**src/rtl/pattern_tx_pkg.sv**
```systemverilog
// Shared types and constants for the serial pattern transmitter.
// State encoding is common to the FSM and anything probing it.
package pattern_tx_pkg;

   typedef enum logic [2:0] {
      ST_IDLE,
      ST_SHIFT,
      ST_PARITY,
      ST_GAP,
      ST_DONE
   } state_t;

   localparam logic [3:0] DEFAULT_PATTERN = 4'b1011;

endpackage

```
**src/rtl/pattern_tx_if.sv**
```systemverilog
// Start handshake plus serial stream of the pattern transmitter.
// master = requester/sink side, slave = the transmitter.
interface pattern_tx_if #(
   parameter int WIDTH = 4,
   parameter int REP_W = 4
);

   logic             start;
   logic [WIDTH-1:0] pattern;
   logic [REP_W-1:0] reps;
   logic             ready;
   logic             x;
   logic             x_valid;
   logic             done;

   modport master (
      output start, pattern, reps,
      input  ready, x, x_valid, done
   );

   modport slave (
      input  start, pattern, reps,
      output ready, x, x_valid, done
   );

endinterface

```
**src/rtl/pattern_tx_shift.sv**
```systemverilog
// MSB-first shift register with a down-counting bit counter.
// load has priority over shift; last_bit marks the final bit of a frame.
module pattern_tx_shift
   import pattern_tx_pkg::*;
#(
   parameter int WIDTH = 4
) (
   input  logic             clk,
   input  logic             rst,
   input  logic             load,
   input  logic             shift,
   input  logic [WIDTH-1:0] data,
   output logic             msb,
   output logic             last_bit
);

   localparam int CW = $clog2(WIDTH + 1);

   logic [WIDTH-1:0] sreg;
   logic [CW-1:0]    cnt;

   always_ff @(posedge clk or posedge rst) begin
      if (rst) begin
         sreg <= '0;
         cnt  <= '0;
      end else if (load) begin
         sreg <= data;
         cnt  <= CW'(WIDTH);
      end else if (shift) begin
         sreg <= {sreg[WIDTH-2:0], 1'b0};
         cnt  <= cnt - CW'(1);
      end
   end

   assign msb      = sreg[WIDTH-1];
   assign last_bit = (cnt == CW'(1));

endmodule

```
**src/rtl/pattern_tx.sv**
```systemverilog
// Serial pattern transmitter: repeats a latched pattern MSB-first.
// Optional even-parity bit per frame with PATTERN_TX_PARITY_EN.
module pattern_tx
   import pattern_tx_pkg::*;
#(
   parameter int WIDTH = 4,
   parameter int REP_W = 4,
   parameter int GAP   = 1
) (
   input  logic         clk,
   input  logic         rst,
   pattern_tx_if.slave  bus
);

   localparam int GW = (GAP > 1) ? $clog2(GAP) : 1;

   state_t           state;
   state_t           state_n;
   state_t           after_frame;
   logic [REP_W-1:0] frames;
   logic [GW-1:0]    gap_cnt;
   logic [WIDTH-1:0] pat_q;
   logic [WIDTH-1:0] load_data;
   logic             par_q;
   logic             ready_q;
   logic             xv_q;
   logic             done_q;
   logic             par_sel;
   logic             accept;
   logic             more;
   logic             frame_end;
   logic             gap_end;
   logic             load;
   logic             shift;
   logic             msb;
   logic             last_bit;

   always_comb begin
      accept    = (state == ST_IDLE) && bus.start;
      more      = (frames > REP_W'(1));
      gap_end   = (state == ST_GAP) && (gap_cnt == '0);
      shift     = (state == ST_SHIFT);
`ifdef PATTERN_TX_PARITY_EN
      frame_end = (state == ST_PARITY);
`else
      frame_end = (state == ST_SHIFT) && last_bit;
`endif
      if (!more)
         after_frame = ST_DONE;
      else if (GAP > 0)
         after_frame = ST_GAP;
      else
         after_frame = ST_SHIFT;
      // back-to-back frames reload in the cycle of the last bit
      load      = accept
               || (frame_end && more && (GAP == 0))
               || gap_end;
      load_data = accept ? bus.pattern : pat_q;

      state_n = state;
      unique case (state)
         ST_IDLE:
            if (bus.start)
               state_n = ST_SHIFT;
         ST_SHIFT:
            if (last_bit) begin
`ifdef PATTERN_TX_PARITY_EN
               state_n = ST_PARITY;
`else
               state_n = after_frame;
`endif
            end
`ifdef PATTERN_TX_PARITY_EN
         ST_PARITY:
            state_n = after_frame;
`endif
         ST_GAP:
            if (gap_cnt == '0)
               state_n = ST_SHIFT;
         ST_DONE:
            state_n = ST_IDLE;
         default:
            state_n = ST_IDLE;
      endcase
   end

   always_ff @(posedge clk or posedge rst) begin
      if (rst) begin
         state   <= ST_IDLE;
         frames  <= '0;
         gap_cnt <= '0;
         pat_q   <= WIDTH'(DEFAULT_PATTERN);
         par_q   <= 1'b0;
         ready_q <= 1'b1;
         xv_q    <= 1'b0;
         done_q  <= 1'b0;
         par_sel <= 1'b0;
      end else begin
         state   <= state_n;
         ready_q <= (state_n == ST_IDLE);
         xv_q    <= (state_n == ST_SHIFT)
                 || (state_n == ST_PARITY);
         done_q  <= (state_n == ST_DONE);
         par_sel <= (state_n == ST_PARITY);

         if (accept) begin
            frames <= (bus.reps == '0) ? REP_W'(1) : bus.reps;
            pat_q  <= bus.pattern;
            par_q  <= ^bus.pattern;
         end else if (frame_end) begin
            frames <= frames - REP_W'(1);
         end

         if ((state_n == ST_GAP) && (state != ST_GAP))
            gap_cnt <= GW'((GAP > 0) ? GAP - 1 : 0);
         else if (state == ST_GAP)
            gap_cnt <= gap_cnt - GW'(1);
      end
   end

   pattern_tx_shift #(
      .WIDTH (WIDTH)
   ) u_shift (
      .clk      (clk),
      .rst      (rst),
      .load     (load),
      .shift    (shift),
      .data     (load_data),
      .msb      (msb),
      .last_bit (last_bit)
   );

   assign bus.ready   = ready_q;
   assign bus.x_valid = xv_q;
   assign bus.done    = done_q;
   assign bus.x       = xv_q & (par_sel ? par_q : msb);

endmodule

```
**src/flat_wrapper.sv**
```systemverilog
// flat-port wrapper written by rule: the top's interface ports become plain ports
module pattern_tx_flat import pattern_tx_pkg::*;
#(
   parameter int WIDTH = 4,
   parameter int REP_W = 4,
   parameter int GAP   = 1
)
  (clk, rst, bus_start, bus_pattern, bus_reps, bus_ready, bus_x, bus_x_valid, bus_done);
  pattern_tx_if #(.WIDTH(WIDTH), .REP_W(REP_W)) bus_i ();
  input  logic clk;
  input  logic rst;
  input wire logic [$bits(bus_i.start)-1:0] bus_start;
  input wire logic [$bits(bus_i.pattern)-1:0] bus_pattern;
  input wire logic [$bits(bus_i.reps)-1:0] bus_reps;
  output wire logic [$bits(bus_i.ready)-1:0] bus_ready;
  output wire logic [$bits(bus_i.x)-1:0] bus_x;
  output wire logic [$bits(bus_i.x_valid)-1:0] bus_x_valid;
  output wire logic [$bits(bus_i.done)-1:0] bus_done;
  assign bus_i.start = bus_start;
  assign bus_i.pattern = bus_pattern;
  assign bus_i.reps = bus_reps;
  assign bus_ready = bus_i.ready;
  assign bus_x = bus_i.x;
  assign bus_x_valid = bus_i.x_valid;
  assign bus_done = bus_i.done;
  pattern_tx #(.WIDTH(WIDTH), .REP_W(REP_W), .GAP(GAP)) u_core (.clk(clk), .rst(rst), .bus(bus_i));
endmodule
```
**config.mk**
```make
export PLATFORM = sky130hd
export DESIGN_NAME = pattern_tx_flat
export DESIGN_NICKNAME = d
export VERILOG_FILES = /design/src/rtl/pattern_tx_pkg.sv /design/src/rtl/pattern_tx_if.sv /design/src/rtl/pattern_tx_shift.sv /design/src/rtl/pattern_tx.sv /design/src/flat_wrapper.sv
export SDC_FILE = /design/constraint.sdc
export NUM_CORES = 1
export LEC_CHECK = 0
export ABC_AREA = 0
export CORE_MARGIN = 2
export CORE_UTILIZATION = 32
export CTS_CLUSTER_DIAMETER = 60
export DETAILED_ROUTE_END_ITERATION = 6
export PLACE_DENSITY = 0.58
export SLEW_MARGIN = 20
export SYNTH_ARGS = -nofsm -noshare
export SYNTH_HDL_FRONTEND = slang
export SYNTH_HIERARCHICAL = 1
export SYNTH_SLANG_ARGS = --single-unit
```
**constraint.sdc**
```tcl
create_clock -name clk -period 3.85 [get_ports clk]
set_input_delay 0.385 -clock clk [delete_from_list [all_inputs] [get_ports clk]]
set_output_delay 0.385 -clock clk [all_outputs]
set_load 0.03 [all_outputs]
```
==> summary.txt, run 1 <==
Status
  • Outcome: finished, final reports clean

Global routing
  • Global-route wire length before repair: 3720 µm
  • Initial antenna violation count: 0
  • Largest net degree at the start of global routing: 18
  • GR Overflow Total: 0
  • Gr usage total: 11.2%
  • Vias in the first global route: 808

Finish
  • Commonest non-fill, non-tap cells in the layout: dfrtp_1 (20), clkdlybuf4s50_1 (14), inv_1 (8), nor2_1 (8)
  • Diodes inserted: 0
  • Share of cells above drive strength 1: 13.9%
  • Post-route cell area: 1440 µm²
  • Nets: 138
  • Commonest non-fill, non-tap cell in the layout: dfrtp_1
  • Layout fillers: 366
  • Area delta synth->final: 18.1%
  • Final Util: 39.3%

Route
  • Final ANT Viol Nets: 0
  • Per-cell routed wire length: 12.4 µm
  • Vias per inst: 4.76
  • Drc violations: 0
  • Number of DRC markers in iteration 0: 60
  • Initial DRT Pass Iterations: 4
  • WL final: 2120 µm
  • Vias: 809

CTS
  • Post-CTS Hold Fix Bufs: 0
  • Clk root buf: clkbuf_8
  • Clk slew on worst S/H paths: 80 ps
  • Cts repair resizes: 0
  • Post-CTS Setup Bufs: 0
  • Max clock buf depth: 2
  • Num CTS Buffers: 3
  • H-Tree Depth: 1
  • CTS tree: done
  • Clk sinks: 24
  • Worst skew pair latency: 260 ps

Power
  • Leak: 0.000642 µW
  • PwrDens: 789 nW/µm²
  • VDD IR max: 340 µV

Timing
  • Crit path time final: 1990 ps
  • Max Slew Vio Count: 0
  • Clock Skew: 1.79 ps
  • Max Fclk: 0.502 GHz
  • Setup_tns: 0 ps
  • Final Cycle Share: 51.7%
  • Fin Hold WS: 366 ps
  • Slew margin rel.: 41.4%
  • Unrepaired setup endpoints after global routing: false
  • Worst-margin pin slew: 876 ps
  • Final count of negative-setup-slack endpoints: 0
  • Final hold violation count: 0

Critical path
  • Critical Path Sink: u_core/gap_cnt$_DFFE_PP0P_
  • Crit path max-delay cell type: a31oi_1
  • Reg2Reg Setup Slack: 1860 ps
  • CP Capture Type: flip-flop
  • Critical Path Source: u_core/u_shift/cnt[1]$_DFFE_PP0P_
  • Startpoint Class: flip-flop
  • Max FO, Critical Path: 9
  • Critical R2R Launch: u_core/u_shift/cnt[1]$_DFFE_PP0P_
  • Critical Path RT: 3990 ps
  • R2R depth: 6
  • Worst flop-to-flop path endpoint: u_core/gap_cnt$_DFFE_PP0P_
  • Crit-path max cell delay: 440 ps
  • Arrival time at the worst endpoint: 2130 ps
  • Critical path, cell by cell: inv_1, ha_1, nor2b_1, nand4bb_1, a31oi_1, o21ai_0
  • Crit Path Category: flip-flop to flip-flop

Logic synthesis
  • Yosys reg bits: 24
  • Post-synthesis mux area share: 8.62%
  • Synth Area in Compound Gates: 12.2%
  • Adder-Cell Fraction of Synth Area: 4.11%
  • XOR/XNOR Fraction of Synth Area: 2.87%
  • Most area-consuming cells after synthesis: dfrtp_1 (41%), dfstp_2 (8.6%), mux2i_1 (4.9%)
  • Leading area contributor after synthesis: dfrtp_1
  • YS warnings: 6
  • Syn Std Cell Area: 1220 µm²
  • Part of the Yosys area used for sequential elements: 49.7%
  • Main combinational cell family by area after synthesis: simple AND/OR/NAND/NOR gates
  • Netlist cell types: 37
  • Syn Nets: 123
  • Synth top area share: 41.1%
  • Mean Syn Cell Area: 11.3 µm²
  • Simple-gate share of the synthesized area: 16.8%
  • Synth Instances: 108

Floorplan
  • Core area: 3660 µm²
  • Chip width: 65.7 µm
  • Die ar.: 4320 µm²
  • Core Rows: 22
  • Die Height: 65.7 µm
  • Starting Density: 33.3%
  • I/O pins: 15

Placed design
  • DP Wirelength: 1520 µm
  • Placed instance area: 1380 µm²
  • IO Port Bufs: 14
  • GP Congestion: 0.773

Hold path
  • Worst hold path type: primary input to async pin

Flow run
  • Max_cap viols: 0
-- Yosys cell counts, drive strengths merged --
| library cell | count |
|---|---|
| dfrtp | 20 |
| inv | 8 |
| nor2 | 8 |
| o21ai | 7 |
| mux2i | 6 |
| nand2 | 6 |
| buf | 4 |
| dfstp | 4 |
| ha | 4 |
| mux2 | 4 |
| xnor2 | 4 |
| nor2b | 3 |
| a21oi | 2 |
| a221o | 2 |
| and4 | 2 |
| nand2b | 2 |
| nand3b | 2 |
| nor3 | 2 |
| nor3b | 2 |
| o211ai | 2 |
| o21bai | 2 |
| a2111oi | 1 |
| a211oi | 1 |
| a21o | 1 |
| a2bb2oi | 1 |
| a31oi | 1 |
| and3 | 1 |
| conb | 1 |
| nand4bb | 1 |
| nor4b | 1 |
| nor4bb | 1 |
| or2 | 1 |
| or3 | 1 |
-- how the worst min path moves through the flow --
| stage | start | end | slack [ps] | depth (start not counted) |
|---|---|---|---|---|
| 2_1_floorplan | rst | u_core/u_shift/cnt[0]$_DFFE_PP0P_ | 190 | 1 |
| 3_3_place_gp | u_core/pat_q[2]$_DFF_PP0_ | u_core/pat_q[2]$_DFF_PP0_ | 480 | 1 |
| 3_5_place_dp | u_core/pat_q[2]$_DFF_PP0_ | u_core/pat_q[2]$_DFF_PP0_ | 490 | 1 |
| 4_1_cts | rst | u_core/u_shift/sreg[0]$_DFFE_PP0P_ | 370 | 2 |
| 5_1_grt | rst | u_core/u_shift/cnt[0]$_DFFE_PP0P_ | 380 | 2 |
| 6_report | rst | u_core/u_shift/sreg[0]$_DFFE_PP0P_ | 370 | 2 |
-- final cells by class --
cell class                 count  area [µm²]  share of cell area, %
clock buffer                   4        55.1                   3.83
inverter                       8        30.0                   2.09
multi-input combinational     72         548                   38.1
sequential                    24         606                   42.1
tap                           48        60.1                   4.17
timing repair buffer          14         140                   9.74
-- metal layers --
metal	track usage [%]	share of wire [%]	vias to the layer above
met5	0	0	-
met4	2.34	0.28	0
met3	3.77	3.4	2
met2	17.9	47	9
met1	14.5	50	396
li1	-	-	402
-- kinds of logic after synthesis --
kind of cell    after synthesis
flops                        24
compound gates               20
mux                          10
buf+inv                      12
xor+xnor                      4
fa+ha+maj                     4
simple gates                 33
other cells                   1
-- through the flow --
stage	std cells	setup slack [ps]	total power (µW)
final	170	1860	1140
after global placement	166	1680	951
after CTS	170	1860	1140
after global routing	170	1640	1230
after detailed placement	166	1610	964
after floorplan	108	2280	874
-- power breakdown --
part	total (µW)	internal (µW)	switching (µW)	leakage, µW
Combinational	517	245	272	0.000325
Sequential	448	369	78.5	0.000288
Clock	170	91.3	79.0	0.0000288
Total	1140	705	430	0.000642
-- registers in the layout, indices dropped and copies added (netlist names), 3 cells and up --
| name | count |
|---|---|
| u_core/state | 3 |
| u_core/u_shift/sreg | 4 |
| u_core/frames | 4 |
| u_core/pat_q | 4 |
| u_core/u_shift/cnt | 3 |
-- worst max-delay path, delay by kind of cell (launching register included) --
family	cells	cell delay, ps
AO/OA/AOI/OAI	2	590
adder cells (fa/ha/maj)	1	140
buffers and inverters	1	70
flip-flops	1	380
AND/OR/NAND/NOR	2	680
Power figures use the tool's default switching activity.
==> inputs of run 2 (changes only) <==
- PLACE_DENSITY: 0.58 -> 0.6
- clock period: 3.85 -> 1.8 ns (I/O delays scaled with it)
==> summary.txt, run 2 (same netlist as run 1, synthesis figures left out) <==
Flow run
  • Max_cap viols: 0 (unchanged)

Timing
  • Max Fclk: 0.598 GHz (+19%)
  • Final count of negative-setup-slack endpoints: 0 (unchanged)
  • Setup_tns: 0 ps (unchanged)
  • Final hold violation count: 0 (unchanged)
  • Max Slew Vio Count: 0 (unchanged)
  • Fin Hold WS: 154 ps (-212 ps)
  • Worst-margin pin slew: 528 ps (-347 ps)
  • Clock Skew: 5.06 ps (+3.27 ps)
  • Slew margin rel.: 64.3% (+23 points)
  • Crit path time final: 1670 ps (-321 ps)
  • Unrepaired setup endpoints after global routing: false
  • Final Cycle Share: 92.8% (+41 points)

Route
  • WL final: 2180 µm (+3.1%)
  • Vias per inst: 4.68 (-1.7%)
  • Drc violations: 0 (unchanged)
  • Per-cell routed wire length: 12.4 µm (-0.40%)
  • Final ANT Viol Nets: 0 (unchanged)
  • Number of DRC markers in iteration 0: 54 (-10%)
  • Initial DRT Pass Iterations: 4 (unchanged)
  • Vias: 823 (+1.7%)

Placed design
  • DP Wirelength: 1590 µm (+4.6%)
  • GP Congestion: 0.787 (+1.8%)
  • Placed instance area: 1440 µm² (+4.2%)
  • IO Port Bufs: 14 (unchanged)

Status
  • Outcome: finished, final reports clean

Critical path
  • Critical Path RT: 1940 ps (-2050 ps)
  • Crit Path Category: flip-flop to flip-flop
  • Critical Path Source: u_core/frames[0]$_DFFE_PP0P_
  • CP Capture Type: flip-flop
  • Arrival time at the worst endpoint: 1810 ps (-320 ps)
  • Max FO, Critical Path: 5 (-4)
  • Critical R2R Launch: u_core/frames[0]$_DFFE_PP0P_
  • Startpoint Class: flip-flop

Global routing
  • Gr usage total: 11.6% (+0.43 points)
  • Global-route wire length before repair: 3810 µm (+2.4%)
  • Initial antenna violation count: 0 (unchanged)
  • Largest net degree at the start of global routing: 18 (unchanged)
  • Vias in the first global route: 864 (+6.9%)
  • GR Overflow Total: 0 (unchanged)

Finish
  • Multi-input gate area: 551 µm² (+0.46%)
  • Diodes inserted: 0 (unchanged)
  • Nets: 144 (+4.3%)
  • Commonest non-fill, non-tap cells in the layout: dfrtp_1 (20), clkdlybuf4s50_1 (13), inv_1 (8), nor2_1 (8)
  • Commonest non-fill, non-tap cell in the layout: dfrtp_1
  • Share of cells above drive strength 1: 18.8% (+4.8 points)
  • Layout fillers: 351 (-4.1%)
  • FF/Latch Area: 606 µm² (unchanged)
  • Largest regs: u_core/frames (4), u_core/pat_q (4), u_core/u_shift/sreg (4)
  • Final Util: 41.5% (+2.2 points)
  • Post-route cell area: 1520 µm² (+5.5%)
  • Area delta synth->final: 24.5%

Floorplan
  • Die Height: 65.7 µm (unchanged)
  • Chip width: 65.7 µm (unchanged)
  • I/O pins: 15 (unchanged)
  • Starting Density: 33.3% (unchanged)
  • Core area: 3660 µm² (unchanged)
  • Die ar.: 4320 µm² (unchanged)
  • Core Rows: 22 (unchanged)

Power
  • Net load switching power: 932 µW (+120%)
  • PwrDens: 1740 nW/µm² (+120%)
  • Register share of total power: 36.4% (-3.0 points)
  • Clock share of power: 17.8% (+2.8 points)
  • Pwr Total: 2640 µW (+130%)
  • Combinational share of power: 45.8% (+0.2 points)
  • VDD IR max: 490 µV (+44%)
  • Sw Share: 35.3% (-2.6 points)
  • Pint: 1710 µW (+140%)
  • Leak: 0.000695 µW (+8.3%)

CTS
  • Max clock buf depth: 2 (unchanged)
  • Worst skew pair latency: 270 ps (about the same)
  • Clk slew on worst S/H paths: 90 ps (about the same)
  • Clk root buf: clkbuf_8
  • H-Tree Depth: 1 (unchanged)
  • CTS tree: done
  • Clk sinks: 24 (unchanged)
  • Cts repair resizes: 0 (unchanged)
  • Num CTS Buffers: 3 (unchanged)
  • Post-CTS Setup Bufs: 0 (unchanged)
  • Post-CTS Hold Fix Bufs: 0 (unchanged)

Hold path
  • Worst hold path type: primary input to async pin
[run 2: cell types whose count changed in the layout (fill, tap and decap cells not counted)]
cell,before,now
clkdlybuf4s50_1,14,13
buf_4,0,5
clkbuf_8,4,3
bufinv_16,0,1
nor2b_1,3,2
nor2b_2,0,1
dlymetal6s2s_1,0,1
buf_12,0,1
[run 2: path summary, 6_finish.rpt]
kind	endpoint	depth (start not counted)	slack, ps
max	u_core/gap_cnt$_DFFE_PP0P_	5	130
min	u_core/u_shift/cnt[0]$_DFFE_PP0P_	2	150
max reg2reg	u_core/gap_cnt$_DFFE_PP0P_	5	130
min reg2reg	u_core/pat_q[2]$_DFF_PP0_	1	520
max in group asynchronous	u_core/bus.ready$_DFF_PP1_	3	1300
min in group clk	u_core/frames[1]$_DFFE_PP0P_	3	520
[run 2: metal layers]
layer  vias to the layer above  share of wire, %  track usage, %  wire [µm]
met5                         -                 0               0          0
met4                         0              0.64            3.13         14
met3                         2               4.2            4.11         91
met2                        11                50            19.9       1100
met1                       397                45            13.5        980
li1                        413                 -               -          -
[run 2: critical path: stages (launching register included)]
cell	delay, ps
dfrtp_1	430
inv_1	60
ha_1	220
or2_2	330
a31oi_1	350
o21ai_0	160
[run 2: area by class of cell]
type	count	area share (%)
Sequential cell	24	39.9
Multi-Input combinational cell	72	36.3
Timing Repair Buffer	20	13.2
Tap cell	48	3.96
Clock buffer	3	2.72
Clock inverter	1	1.98
Inverter	8	1.98
[run 2: power groups by stage]
| stage | Clock (µW) | Combinational (µW) | Sequential, µW |
|---|---|---|---|
| CTS | 489 | 1230 | 960 |
| finish | 470 | 1210 | 959 |
| global route | 511 | 1360 | 986 |
| detailed placement | 0 | 1220 | 965 |
| floorplan | 0 | 909 | 961 |
| global placement | 0 | 1190 | 965 |
[run 2: stage by stage]
stage,cells,worst slack (ps)
detailed placement,172,93.4
floorplan,108,229
global route,176,10.3
finish,176,129
global placement,172,129
CTS,176,9.37
==> inputs of run 3 (changes only) <==
- CAP_MARGIN: default -> 20
==> results of run 3 <==
No change in the layout: final DEF, timing and power equal those of run 2.
